--- src/rtl/control_displays_bcd.sv ---
// Sequential binary-to-BCD converter (iterative shift-add-3) with a one-deep request queue
// and a time-multiplexed 3-digit 7-segment scanner with leading-zero blanking.
module control_displays_bcd #(
  parameter int unsigned REFRESH_DIV = 50000
) (
  input  logic       CLK,
  input  logic       RESET_N,
  input  logic [8:0] VALOR,
  input  logic       CARGAR,
  output logic       OCUPADO,
  output logic       LISTO,
  output logic [3:0] CENTENAS,
  output logic [3:0] DECENAS,
  output logic [3:0] UNIDADES,
  output logic [2:0] ANODOS,
  output logic [3:0] DIGITO,
  output logic [6:0] SEG
);

  localparam int unsigned RefW = $clog2(REFRESH_DIV);
  localparam logic [RefW-1:0] RefLast = RefW'(REFRESH_DIV - 1);

  typedef enum logic [1:0] {StIdle, StConv, StCommit} state_e;

  state_e          state_q, state_d;
  logic [20:0]     sr_q, sr_d;
  logic [3:0]      cnt_q, cnt_d;
  logic            pend_q, pend_d;
  logic [8:0]      pend_val_q, pend_val_d;
  logic [3:0]      cent_q, cent_d, dec_q, dec_d, uni_q, uni_d;
  logic            listo_q, listo_d;
  logic [RefW-1:0] ref_q, ref_d;
  logic [1:0]      idx_q, idx_d;

  // Layout: [20:17] hundreds, [16:13] tens, [12:9] units, [8:0] binary still to shift in.
  function automatic logic [20:0] dabble(input logic [20:0] s);
    logic [20:0] t;
    t = s;
    for (int i = 0; i < 3; i++) begin
      if (t[9+4*i +: 4] >= 4'd5) t[9+4*i +: 4] = t[9+4*i +: 4] + 4'd3;
    end
    return {t[19:0], 1'b0};
  endfunction

  always_comb begin
    state_d    = state_q;
    sr_d       = sr_q;
    cnt_d      = cnt_q;
    pend_d     = pend_q;
    pend_val_d = pend_val_q;
    cent_d     = cent_q;
    dec_d      = dec_q;
    uni_d      = uni_q;
    listo_d    = 1'b0;
    unique case (state_q)
      StIdle: begin
        if (CARGAR) begin
          sr_d    = {12'b0, VALOR};
          cnt_d   = 4'd8;
          state_d = StConv;
        end
      end
      StConv: begin
        sr_d = dabble(sr_q);
        if (cnt_q == 4'd0) state_d = StCommit;
        else               cnt_d   = cnt_q - 4'd1;
        if (CARGAR) begin
          pend_d     = 1'b1;
          pend_val_d = VALOR;
        end
      end
      StCommit: begin
        cent_d  = sr_q[20:17];
        dec_d   = sr_q[16:13];
        uni_d   = sr_q[12:9];
        listo_d = 1'b1;
        if (CARGAR) begin
          sr_d    = {12'b0, VALOR};
          cnt_d   = 4'd8;
          state_d = StConv;
        end else if (pend_q) begin
          sr_d    = {12'b0, pend_val_q};
          cnt_d   = 4'd8;
          pend_d  = 1'b0;
          state_d = StConv;
        end else begin
          state_d = StIdle;
        end
      end
      default: state_d = StIdle;
    endcase
  end

  // Scan runs free of the FSM and only ever reads committed digits.
  always_comb begin
    ref_d = (ref_q == RefLast) ? '0 : ref_q + RefW'(1);
    idx_d = idx_q;
    if (ref_q == RefLast) idx_d = (idx_q == 2'd2) ? 2'd0 : idx_q + 2'd1;
  end

  always_ff @(posedge CLK) begin
    if (!RESET_N) begin
      state_q    <= StIdle;
      sr_q       <= '0;
      cnt_q      <= '0;
      pend_q     <= 1'b0;
      pend_val_q <= '0;
      cent_q     <= '0;
      dec_q      <= '0;
      uni_q      <= '0;
      listo_q    <= 1'b0;
      ref_q      <= '0;
      idx_q      <= '0;
    end else begin
      state_q    <= state_d;
      sr_q       <= sr_d;
      cnt_q      <= cnt_d;
      pend_q     <= pend_d;
      pend_val_q <= pend_val_d;
      cent_q     <= cent_d;
      dec_q      <= dec_d;
      uni_q      <= uni_d;
      listo_q    <= listo_d;
      ref_q      <= ref_d;
      idx_q      <= idx_d;
    end
  end

  always_comb begin
    unique case (idx_q)
      2'd1:    begin
        DIGITO = dec_q;
        ANODOS = (cent_q == 4'd0 && dec_q == 4'd0) ? 3'b111 : 3'b101;
      end
      2'd2:    begin
        DIGITO = cent_q;
        ANODOS = (cent_q == 4'd0) ? 3'b111 : 3'b011;
      end
      default: begin
        DIGITO = uni_q;
        ANODOS = 3'b110;
      end
    endcase
  end

  always_comb begin
    unique case (DIGITO)
      4'd0:    SEG = 7'b1000000;
      4'd1:    SEG = 7'b1111001;
      4'd2:    SEG = 7'b0100100;
      4'd3:    SEG = 7'b0110000;
      4'd4:    SEG = 7'b0011001;
      4'd5:    SEG = 7'b0010010;
      4'd6:    SEG = 7'b0000010;
      4'd7:    SEG = 7'b1111000;
      4'd8:    SEG = 7'b0000000;
      4'd9:    SEG = 7'b0010000;
      default: SEG = 7'b1111111;
    endcase
  end

  assign OCUPADO  = (state_q != StIdle);
  assign LISTO    = listo_q;
  assign CENTENAS = cent_q;
  assign DECENAS  = dec_q;
  assign UNIDADES = uni_q;

endmodule

--- config.mk ---
export PLATFORM = sky130hd
export DESIGN_NAME = control_displays_bcd
export DESIGN_NICKNAME = d
export VERILOG_FILES = /design/src/rtl/control_displays_bcd.sv
export SDC_FILE = /design/constraint.sdc
export NUM_CORES = 1
export LEC_CHECK = 0
export BUFFER_PORTS_ARGS = -buffer_cell sky130_fd_sc_hd__buf_2
export CAP_MARGIN = 20
export CORE_ASPECT_RATIO = 2
export CORE_MARGIN = 5
export CORE_UTILIZATION = 45
export DETAILED_ROUTE_END_ITERATION = 8
export HOLD_SLACK_MARGIN = 0.03
export SYNTH_ARGS = -nofsm -noshare
export SYNTH_HDL_FRONTEND = slang
export SYNTH_SLANG_ARGS = --single-unit
--- constraint.sdc ---
create_clock -name CLK -period 3.1 [get_ports CLK]
set_input_delay 0.62 -clock CLK [delete_from_list [all_inputs] [get_ports CLK]]
set_output_delay 0.62 -clock CLK [all_outputs]
set_load 0.02 [all_outputs]
==> summary.md, run 1 <==
| Metric | Value |
|---|---|
| Count of cell types in the netlist | 53 |
| GPL Wtd Cong | 0.8501 |
| #FFs+latches synth | 68 |
| WHS | around 0.45 ns |
| Row cnt | 46 |
| # diodes | 0 |
| Core area | roughly 8000 um^2 |
| IO Pins | 40 |
| Die width | approximately 74 um |
| Setup Viol. Count Final | 0 |
| Post-Syn Area | around 3700 um^2 |
| Dominant cell type by area after synthesis | dfxtp_1 |
| Root buffer cell | clkbuf_16 |
| HPWL after DPL | approximately 6200 um |
| Crit path launch type | flop |
| Pwr Density | approximately 550 nW/um^2 |
| Worst slew margin | between 50% and 60% |
| Synth Warn # | 0 |
| Via count | roughly 3.2k |
| Initial antenna violation count | 0 |
| Max Clk Rate | 338.9 MHz |
| Main combinational cell family by area after synthesis | compound AO/OA/AOI/OAI gates |
| Largest net degree at the start of global routing | 42 |
| CP Data Arrival Time | about 2.3 ns |
| Hold_buf cts | 0 |
| Routed len/inst | roughly 15 um |
| Critical path's slowest cell | ha_2 |
| DRT Pass-1 Iters | 4 |
| Total power | 0.002311 W |
| Hold Crit Class | reg -> reg |
| Post-Synth XOR/XNOR Area | roughly 4% |
| Net count after synthesis | 467 |
| Fin nets | roughly 500 |
| Pre-CTS WS | ~0.29 ns |
| CP most frequent cell | inv_1 |
| Setup slack after layout | 0.1492 ns |
| Post-synth ARST share | 0% |
| Slew Viols, Final | 0 |
| Seq/Total Area, Yosys | between 30% and 40% |
| Share of cells above drive strength 1 | between 10% and 20% |
| Worst-Margin Slew | around 0.63 ns |
| Outcome | completed |
| Crit path cell chain | inv_1 > ha_2 > nor2_1 > a21oi_2 > inv_1 > ha_1 > inv_1 > mux2i_1 > a21oi_1 > buf_2 |
| Worst ir drop on vdd | around 0.34 mV |
| Starting Density | a little under half |
| CP delay by family, top | adder cells |
| Worst path required time | between 2 and 2.5 ns |
| Yosys top cell area share | between 30% and 40% |
| CP Max Fanout | 7 |
| DRT Wirelength | 8554 um |
| DRC violations left | 0 |
| Design area | around 4200 um^2 |
| Fin Setup TNS | 0 ns |
| Critical Path End Type | output port |
| Fill count | 790 |
| Post-Syn Area per Cell | about 8.5 um^2 |
| First-pass GRT wire length | about 14000 um |
| Synth-to-layout area growth | 15.32% |
| CTS clk-pin slew, worst paths | ~0.050 ns |
| Die area | slightly above 10000 um^2 |
| Final Skew | 0.005003 ns |
| Multiplexer share of the synthesized area | 6.059% |
| Adder-cell share of the synthesized area | between 7 and 8% |
| Post-DRT Antenna Nets | 0 |
| Crit Path Category | reg -> out |
| Pleak | between 1.5 and 2 nW |
| Post-DP Area | roughly 4000 um^2 |
| Cells after Synth | around 430 |
| CTS Sinks | 68 |
| Via/cell ratio | about 5.6 |
| Final period utilization | a little over nine tenths |
| CTS max path bufs | 2 |
| Die height | ~140 um |
| Slowest cell delay on critical path | roughly 0.40 ns |
| Worst-Skew Late Latency | roughly 0.33 ns |
| Vias in the first global route | 3240 |
| Main synth FF type | dfxtp_1 |
| Drt initial violations | approximately 120 |
| Worst path buffer plus inverter count | 4 |
| Input/output buffers | 39 |
| TritonCTS clock tree | yes |
| Total CTS buffers | 9 |
| Compound-Gate Fraction of Synth Area | a little over 20% |
| CTS H-tree depth | 3 |
| Total of max-cap violations | 0 |
| Shortest period the worst path allows | 2.951 ns |
| Post-synth EDFFs | 0 |
| Global route total overflow | 0 |
| Post-Synth Simple-Gate Area | between 10% and 20% |
| Top post-synthesis cells by area | dfxtp_1, ha_1, a21oi_1 |
| Final Hold Fails | 0 |
| Tot GR Track Use | ~18% |
report_power, final:
group	switching, W	internal, W	leakage (nW)	total (W)
clock network	0.000357	0.000549	0.131	0.000906
registers	0.0000394	0.000934	0.553	0.000973
logic	0.000274	0.000158	1.01	0.000432
total	0.000670	0.00164	1.69	0.00231
cell families after synthesis:
family	after synthesis
flops	68
simple gates	144
fa+ha+maj	23
xor+xnor	17
buf+inv	46
mux	21
compound gates	113
what timing repair did:
| item | 4_1_cts | 5_1_grt |
|---|---|---|
| gates resized for setup | 2 | 3 |
| buffers inserted | 1 | 2 |
| endpoints found under the setup margin | 1 | 3 |
| pin swaps | 1 | 1 |
cell usage in the layout, fill, tap and decap left out, types with 2 or more instances in the layout:
cell	n
dfxtp_1	67
a21oi_1	46
nor2_1	45
nand2_1	45
buf_2	39
inv_1	22
ha_1	21
mux2i_1	20
xnor2_1	11
a211oi_1	10
o21ai_0	10
buf_4	10
a22o_1	9
clkbuf_16	9
nand4_1	8
nand2b_1	7
nand3_1	7
a32o_1	7
nor4_1	6
xor2_1	6
a21o_1	4
nor2b_1	4
nor3_1	4
o311ai_0	4
o21a_1	3
nand3b_1	3
o41ai_1	3
or3_1	3
clkinv_2	3
a22oi_2	2
a22oi_1	2
o31ai_1	2
and3_1	2
o32ai_1	2
ha_2	2
worst register-to-register path, cell delays in order, from the launching register on:
cell and delay, ns:
dfxtp_1 0.42, ha_1 0.29, and3_1 0.22, nand4_1 0.31, nand2_1 0.49, nor2_1 0.11
worst paths after layout:
check                              startpoint            end  slack [ns]  cells past startpoint
worst max-delay path                 idx_q[1]         SEG[3]        0.15                     10
worst min-delay path            pend_val_q[1]  pend_val_q[1]        0.45                      2
worst max register to register       ref_q[0]       ref_q[7]        1.14                      5
worst min register to register  pend_val_q[1]  pend_val_q[1]        0.45                      2
final cells by class:
cell class              instances  area [um^2]  share of cell area (%)
well taps                      96        120.1                   2.834
inverters                      23        86.33                   2.037
clock buffers                  11        242.7                   5.726
multi-input cells             318         2142                   50.53
repair buffers                 49        270.3                   6.375
flip-flops and latches         68         1363                   32.14
clock inverters                 3        15.01                  0.3542
state kept, by name (all words and copies together) (netlist names), 4 cells and up:
name        cells
sr_q           21
DECENAS         4
UNIDADES        4
ref_q          16
cnt_q           4
CENTENAS        4
pend_val_q      9
stage by stage:
step	utilization, %	instances
6_report	53.37	568
5_1_grt	53.37	568
4_1_cts	53.07	566
3_5_place_dp	49.64	551
3_3_place_gp	49.64	551
2_1_floorplan	-	432
synth_stat cells (4+ instances only):
library cell   n
nor2b_1        4
nor2_1        45
a32o_1         7
nand2_1       45
a22o_1         9
nand2b_1       7
xor2_1         6
a22oi_1        4
nor3_1         4
o21ai_0       10
o311ai_0       4
nor4_1         6
a21o_1         4
xnor2_1       11
buf_2         12
mux2i_1       20
nand3_1        7
nand4_1        8
ha_1          23
dfxtp_1       68
clkbuf_1       9
inv_1         22
a211oi_1      10
a21oi_1       47
metal layers:
| metal | vias up | GRT usage, % | wire, um |
|---|---|---|---|
| li1 | 1616 | - | - |
| met5 | - | 0 | 0 |
| met3 | 17 | 3.944 | 305 |
| met4 | 0 | 9.476 | 214 |
| met2 | 58 | 33.84 | 4793 |
| met1 | 1493 | 17.77 | 3241 |
Power figures use the tool's default switching activity.
==> run 2, diff against run 1 <==
--- a/config.mk
+++ b/config.mk
@@ -5,12 +5,12 @@
 export SDC_FILE = /design/constraint.sdc
 export NUM_CORES = 1
 export LEC_CHECK = 0
-export BUFFER_PORTS_ARGS = -buffer_cell sky130_fd_sc_hd__buf_2
 export CAP_MARGIN = 20
 export CORE_ASPECT_RATIO = 2
 export CORE_MARGIN = 5
 export CORE_UTILIZATION = 45
 export DETAILED_ROUTE_END_ITERATION = 8
+export DONT_BUFFER_PORTS = 1
 export HOLD_SLACK_MARGIN = 0.03
 export SYNTH_ARGS = -nofsm -noshare
 export SYNTH_HDL_FRONTEND = slang
==> run 2 against run 1 <==
  * Worst setup slack worse by 0.022 ns
  * First-iteration DRC count up 27%
  * Combinational power down 6.5%
  * Utilization down 1.8 points
  * Clock skew down 0.00081 ns
  * Via count down 3.4%
  * Highest routed layer unchanged
==> summary.md, run 2 (synthesized netlist as in run 1, its figures left out) <==
| Metric | Value |
|---|---|
| Outcome | completed |
| FF-to-FF End | sr_q[4] |
| Total power | 0.002297 W (-0.59%) |
| Crit path from | idx_q[1] |
| Critical path's slowest cell | dfxtp_1 |
| P_sw | 0.0006563 W (-2.0%) |
| Die area | 10190 um^2 (unchanged) |
| Routed wl met2 | 4642 um (-3.2%) |
| Crit path launch type | flop |
| Post-DRT Antenna Nets | 0 (unchanged) |
| Clk pwr share | 40.0% (+0.8 points) |
| Initial antenna violation count | 0 (unchanged) |
| CP Data Arrival Time | 2.35 ns (+0.02 ns) |
| Max Clk Rate | 336.3 MHz (-0.76%) |
| CP Max Fanout | 4 (-3) |
| WHS | 0.4179 ns (-0.03601 ns) |
| Switching Share | 28.57% (-0.42 points) |
| Worst r2r path cells | 6 (+1) |
| Core area | 7943 um^2 (unchanged) |
| DRT Wirelength | 8354 um (-2.3%) |
| CP Capture Point | SEG[6] |
| Slowest cell delay on critical path | 0.37 ns (-0.03 ns) |
| Hold_buf cts | 0 (unchanged) |
| Shortest period the worst path allows | 2.973 ns (+0.02250 ns) |
| Fin Setup TNS | 0 ns (unchanged) |
| Synth-to-layout area growth | 11.33% |
| Via count | 3076 (-3.4%) |
| Worst-Skew Late Latency | 0.33 ns (about the same) |
| Pleak | 1.525 nW (-9.7%) |
| Sequential power share | 42.4% (+0.3 points) |
| Vias in the first global route | 3006 (-7.2%) |
| DRC violations left | 0 (unchanged) |
| Drt initial violations | 149 (+27%) |
| Row cnt | 46 (unchanged) |
| Worst-Margin Slew | 0.8216 ns (+0.1899 ns) |
| CTS clk-pin slew, worst paths | 0.05 ns (about the same) |
| Root buffer cell | clkbuf_16 |
| Die height | 137.8 um (unchanged) |
| Post-DP Area | 3792 um^2 (-3.8%) |
| Design area | 4093 um^2 (-3.5%) |
| Total CTS buffers | 9 (unchanged) |
| HPWL after DPL | 6229 um (-0.27%) |
| # diodes | 0 (unchanged) |
| CP delay by family, top | compound AO/OA/AOI/OAI gates |
| Top Registers | sr_q: 21 flops, ref_q: 16 flops, pend_val_q: 9 flops |
| RSZ-0062 raised after global routing | false |
| Slew Viols, Final | 0 (unchanged) |
| Die width | 73.91 um (unchanged) |
| Worst ir drop on vdd | 0.4346 mV (+27%) |
| Pwr Density | 561.3 nW/um^2 (+3.0%) |
| TritonCTS clock tree | yes |
| Top sig layer | met4 |
| Final Skew | 0.004197 ns (-0.0008059 ns) |
| Final period utilization | 95.91% (+0.73 points) |
| Crit Path Category | reg -> out |
| Worst path required time | 2.48 ns (about the same) |
| DRT Pass-1 Iters | 4 (unchanged) |
| Max FFs per register | 21 (unchanged) |
| Hold Crit Class | in -> reg |
| Most frequent cells in the layout | dfxtp_1, a21oi_1, nor2_1, nand2_1, ha_1 |
| GPL Wtd Cong | 0.8522 (+0.25%) |
| Total of max-cap violations | 0 (unchanged) |
| Routed len/inst | 15.61 um (+3.7%) |
| Via/cell ratio | 5.750 (+2.6%) |
| Setup Viol. Count Final | 0 (unchanged) |
| Post-layout util | 51.53% (-1.8 points) |
| Global route total overflow | 0 (unchanged) |
| Input/output buffers | 0 (-100%) |
| WP depth | 9 (-1) |
| CTS Sinks | 68 (unchanged) |
| Starting Density | 46.28% (unchanged) |
| CTS H-tree depth | 3 (unchanged) |
| Fin nets | 469 (-6.9%) |
| First-pass GRT wire length | 14100 um (-2.7%) |
| Top reg by flops | sr_q |
| Met3 WL | 321 um (+5.2%) |
| Critical Path End Type | output port |
| Final Hold Fails | 0 (unchanged) |
| Met1 WL | 3158 um (-2.6%) |
| IO Pins | 40 (unchanged) |
| Tot GR Track Use | 17.73% (-0.36 points) |
| Worst slew margin | 45.17% (-13 points) |
| CTS max path bufs | 2 (unchanged) |
| Crit path cell chain | inv_1 > ha_1 > a22oi_2 > a21o_1 > inv_2 > ha_1 > a211oi_1 > a21oi_1 > a21o_1 |
| Share of cells above drive strength 1 | 9.795% (-6.3 points) |
| Largest net degree at the start of global routing | 25 (-40%) |
| Most common cell after layout, fill and taps aside | dfxtp_1 |
| Combinational power share | 17.6% (-1.1 points) |
| R2R Setup Slk | 1.00 ns (-0.14 ns) |
| Cell-internal power | 0.001641 W (about the same) |
| Worst r2r src | state_q[0] |
| Worst path buffer plus inverter count | 2 (-2) |
[run 2: final cells by class]
type / instances / area (um^2)
multi-input combinational: 318 / 2147
inverter: 23 / 88.84
clock buffer: 11 / 242.7
timing repair buffer: 14 / 105.1
tap: 96 / 120.1
clock inverter: 5 / 27.53
fill: 770 / 3850
sequential: 68 / 1361
[run 2: metrics by stage]
step,setup slack [ns],cells
6_report,0.1267,535
3_3_place_gp,0.2875,518
3_5_place_dp,0.2218,518
2_1_floorplan,0.07233,432
4_1_cts,0.02862,535
5_1_grt,0.002427,535
[run 2: power groups by stage]
stage,clock network (W),registers (W),logic [W]
final,0.000919,0.000974,0.000404
after detailed placement,0,0.000992,0.000407
after floorplan,0,0.000982,0.000332
after global routing,0.000985,0.000980,0.000453
after global placement,0,0.000991,0.000400
after CTS,0.000941,0.000973,0.000408
[run 2: worst min path at each step]
| stage | start | endpoint | slack (ns) | cells after the start |
|---|---|---|---|---|
| global route | RESET_N | state_q[0] | 0.41 | 1 |
| CTS | RESET_N | state_q[0] | 0.41 | 1 |
| floorplan | pend_val_q[0] | pend_val_q[0] | 0.44 | 2 |
| detailed placement | pend_val_q[3] | pend_val_q[3] | 0.45 | 2 |
| global placement | pend_val_q[6] | pend_val_q[6] | 0.44 | 2 |
| finish | RESET_N | state_q[0] | 0.42 | 1 |
[run 2: metal layers]
layer	vias to the layer above	track usage [%]
li1	1553	-
met1	1455	18.61
met2	53	32.61
met3	15	3.068
met4	0	8.871
met5	-	0
[run 2: worst register-to-register path: cells and delay by family (launching register included)]
family          cells  cell delay (ns)
fa+ha+maj           1             0.45
flops               1             0.39
simple gates        1             0.55
compound gates      3             0.53
buf+inv             1             0.09
[run 2: repair_timing]
item | CTS | global route
setup endpoints to repair | 2 | 6
pin swaps | 1 | 1
resized for setup | 2 | 5
setup buffers | 1 | 0
endpoints found under the hold margin | 0 | 0
==> run 3, diff against run 2 <==
--- a/config.mk
+++ b/config.mk
@@ -8,10 +8,11 @@
 export CAP_MARGIN = 20
 export CORE_ASPECT_RATIO = 2
 export CORE_MARGIN = 5
-export CORE_UTILIZATION = 45
+export CORE_UTILIZATION = 63
 export DETAILED_ROUTE_END_ITERATION = 8
 export DONT_BUFFER_PORTS = 1
 export HOLD_SLACK_MARGIN = 0.03
+export PLACE_DENSITY = 0.79
 export SYNTH_ARGS = -nofsm -noshare
 export SYNTH_HDL_FRONTEND = slang
 export SYNTH_SLANG_ARGS = --single-unit
==> run 3 against run 2 <==
  * Worst setup slack improved by 0.0032 ns
  * Largest power group is now clock
  * Sequential cell count unchanged
  * Clock-buffer cell count increased by 2
  * Clock power increased by 23%
  * Worst hold slack got worse by 0.0073 ns
  * Register-to-register slack improved by 0.17 ns
  * Clock skew increased by 0.0012 ns
==> summary.md, run 3 (synthesized netlist as in run 1, its figures left out) <==
| Metric | Value |
|---|---|
| Outcome | completed |
| Total of max-cap violations | 0 (unchanged) |
| Tot GR Track Use | 23.59% (+5.9 points) |
| Die area | 7555 um^2 (-26%) |
| Synth-to-layout area growth | 12.39% |
| Fill count | 443 (-42%) |
| Top reg by flops | sr_q |
| Worst slew margin | 51.00% (+5.8 points) |
| Shortest period the worst path allows | 2.970 ns (-0.003213 ns) |
| Fin nets | 471 (+0.43%) |
| CTS Sinks | 68 (unchanged) |
| Vias in the first global route | 3141 (+4.5%) |
| Cell-internal power | 0.001853 W (+13%) |
| Core area | 5709 um^2 (-28%) |
| Input/output buffers | 0 (unchanged) |
| Pleak | 1.566 nW (+2.7%) |
| Top Registers | sr_q: 21 flops, ref_q: 16 flops, pend_val_q: 9 flops |
| Finished Layout Cells | 502 (-6.2%) |
| CP Max Fanout | 8 (+4) |
| CTS clk-pin slew, worst paths | 0.05 ns (about the same) |
| Slowest cell delay on critical path | 0.37 ns (about the same) |
| First-pass GRT wire length | 14550 um (+3.2%) |
| Share of cells above drive strength 1 | 10.20% (+0.41 points) |
| IO Pins | 40 (unchanged) |
| Switching Share | 26.26% (-2.3 points) |
| CP delay by family, top | compound AO/OA/AOI/OAI gates |
| Die height | 118.0 um (-14%) |
| Clk pwr share | 45.1% (+5.1 points) |
| Via count | 3099 (+0.75%) |
| Worst-Margin Slew | 0.7341 ns (-0.08750 ns) |
| # diodes | 0 (unchanged) |
| Root buffer cell | clkbuf_16 |
| CTS max path bufs | 2 (unchanged) |
| CTS H-tree depth | 3 (unchanged) |
| Multi-input gate area | 2148 um^2 (about the same) |
| DRT Pass-1 Iters | 5 (+1) |
| Max FFs per register | 21 (unchanged) |
| Most common cell after layout, fill and taps aside | dfxtp_1 |
| Critical Path End Type | output port |
| RSZ-0062 raised after global routing | false |
| Worst-Skew Late Latency | 0.33 ns (about the same) |
| Pwr Density | 608.3 nW/um^2 (+8.4%) |
| Post-DRT Antenna Nets | 0 (unchanged) |
| Max Clk Rate | 336.7 MHz (+0.11%) |
| Crit path launch type | flop |
| Worst path buffer plus inverter count | 3 (+1) |
| P_sw | 0.0006599 W (+0.55%) |
| Routed len/inst | 16.86 um (+8.0%) |
| CP Data Arrival Time | 2.35 ns (about the same) |
| Starting Density | 64.39% (+18 points) |
| Global route total overflow | 0 (unchanged) |
| Critical path's slowest cell | dfxtp_1 |
| Final Hold Fails | 0 (unchanged) |
| Worst ir drop on vdd | 0.5926 mV (+36%) |
| DRC violations left | 0 (unchanged) |
| Setup Viol. Count Final | 0 (unchanged) |
| DRT Wirelength | 8465 um (+1.3%) |
| Die width | 64.02 um (-13%) |
| Drt initial violations | 171 (+15%) |
| Worst path required time | 2.48 ns (about the same) |
| Sequential Area | 1363 um^2 (about the same) |
| Combinational power share | 16.0% (-1.6 points) |
| Slew Viols, Final | 0 (unchanged) |
| Largest net degree at the start of global routing | 23 (-8.0%) |
| TritonCTS clock tree | yes |
| Row cnt | 39 (-15%) |
| Most frequent cells in the layout | dfxtp_1, a21oi_1, nor2_1, nand2_1, inv_1 |
| Crit Path Category | reg -> out |
| Fin Setup TNS | 0 ns (unchanged) |
| Hold Crit Class | in -> reg |
| Via/cell ratio | 6.173 (+7.4%) |
| DP Cell Count | 485 (-6.4%) |
| Crit path cell chain | inv_1 > ha_2 > a22oi_1 > a21o_2 > inv_2 > nor3_2 > a21oi_1 > buf_4 |
| Final Skew | 0.005348 ns (+0.001151 ns) |
| GPL Wtd Cong | 0.8298 (-2.6%) |
| Initial antenna violation count | 0 (unchanged) |
| Sequential power share | 38.8% (-3.6 points) |
| Final period utilization | 95.81% (-0.10 points) |
| HPWL after DPL | 5978 um (-4.0%) |
| Total CTS buffers | 9 (unchanged) |
| Total power | 0.002513 W (+9.4%) |
run 3: cell types whose count changed in the layout (fill, tap and decap cells not counted), sizes merged:
| cell | delta |
|---|---|
| clkinv | -4 |
| buf | +2 |
| bufinv | +2 |
| clkbuf | +2 |
run 3: final cells by class:
| class | count | share of cell area [%] |
|---|---|---|
| timing repair buffer | 16 | 2.907 |
| clock inverter | 3 | 1.635 |
| multi-input combinational | 318 | 52.00 |
| tap | 61 | 1.847 |
| inverter | 23 | 2.090 |
| clock buffer | 13 | 6.541 |
| sequential | 68 | 32.98 |
run 3: stage by stage:
step           utilization (%)  hold WS, ns  setup WS [ns]  cell area, um^2
2_1_floorplan                -       0.4360        0.07233             3680
3_3_place_gp             65.92       0.4406         0.3612             3764
3_5_place_dp             65.92       0.4460         0.2581             3764
4_1_cts                  72.28       0.4050        0.01626             4126
5_1_grt                  72.36       0.4212        0.02078             4131
6_report                 72.36       0.4106         0.1300             4131
run 3: worst paths after layout:
path                 startpoint       endpoint  slack [ns]  cells past startpoint
hold reg to reg   pend_val_q[3]  pend_val_q[3]        0.45                      2
setup / recovery       idx_q[1]         SEG[2]        0.13                      8
setup reg to reg     state_q[0]        sr_q[7]        1.17                      6
hold / removal          RESET_N     state_q[0]        0.41                      1
run 3: routing by layer:
metal	track usage, %	vias up	wire length (um)
li1	-	1548	-
met1	22.75	1460	3010
met5	0	-	0
met4	10.01	0	219
met2	44.90	74	4850
met3	5.635	17	384
run 3: repair_timing:
action / CTS / global route
setup buffers: 1 / 0
hold buffers: 0 / 0
endpoints found under the hold margin: 0 / 0
setup endpoints to repair: 4 / 5
pin swaps: 1 / 1
gates resized for setup: 3 / 3
run 3: power groups by stage:
stage / Clock [W] / Combinational, W / Sequential (W)
floorplan: 0 / 0.000332 / 0.000982
global route: 0.00119 / 0.000456 / 0.000982
CTS: 0.00115 / 0.000403 / 0.000974
detailed placement: 0 / 0.000399 / 0.000992
finish: 0.00113 / 0.000403 / 0.000976
global placement: 0 / 0.000390 / 0.000990
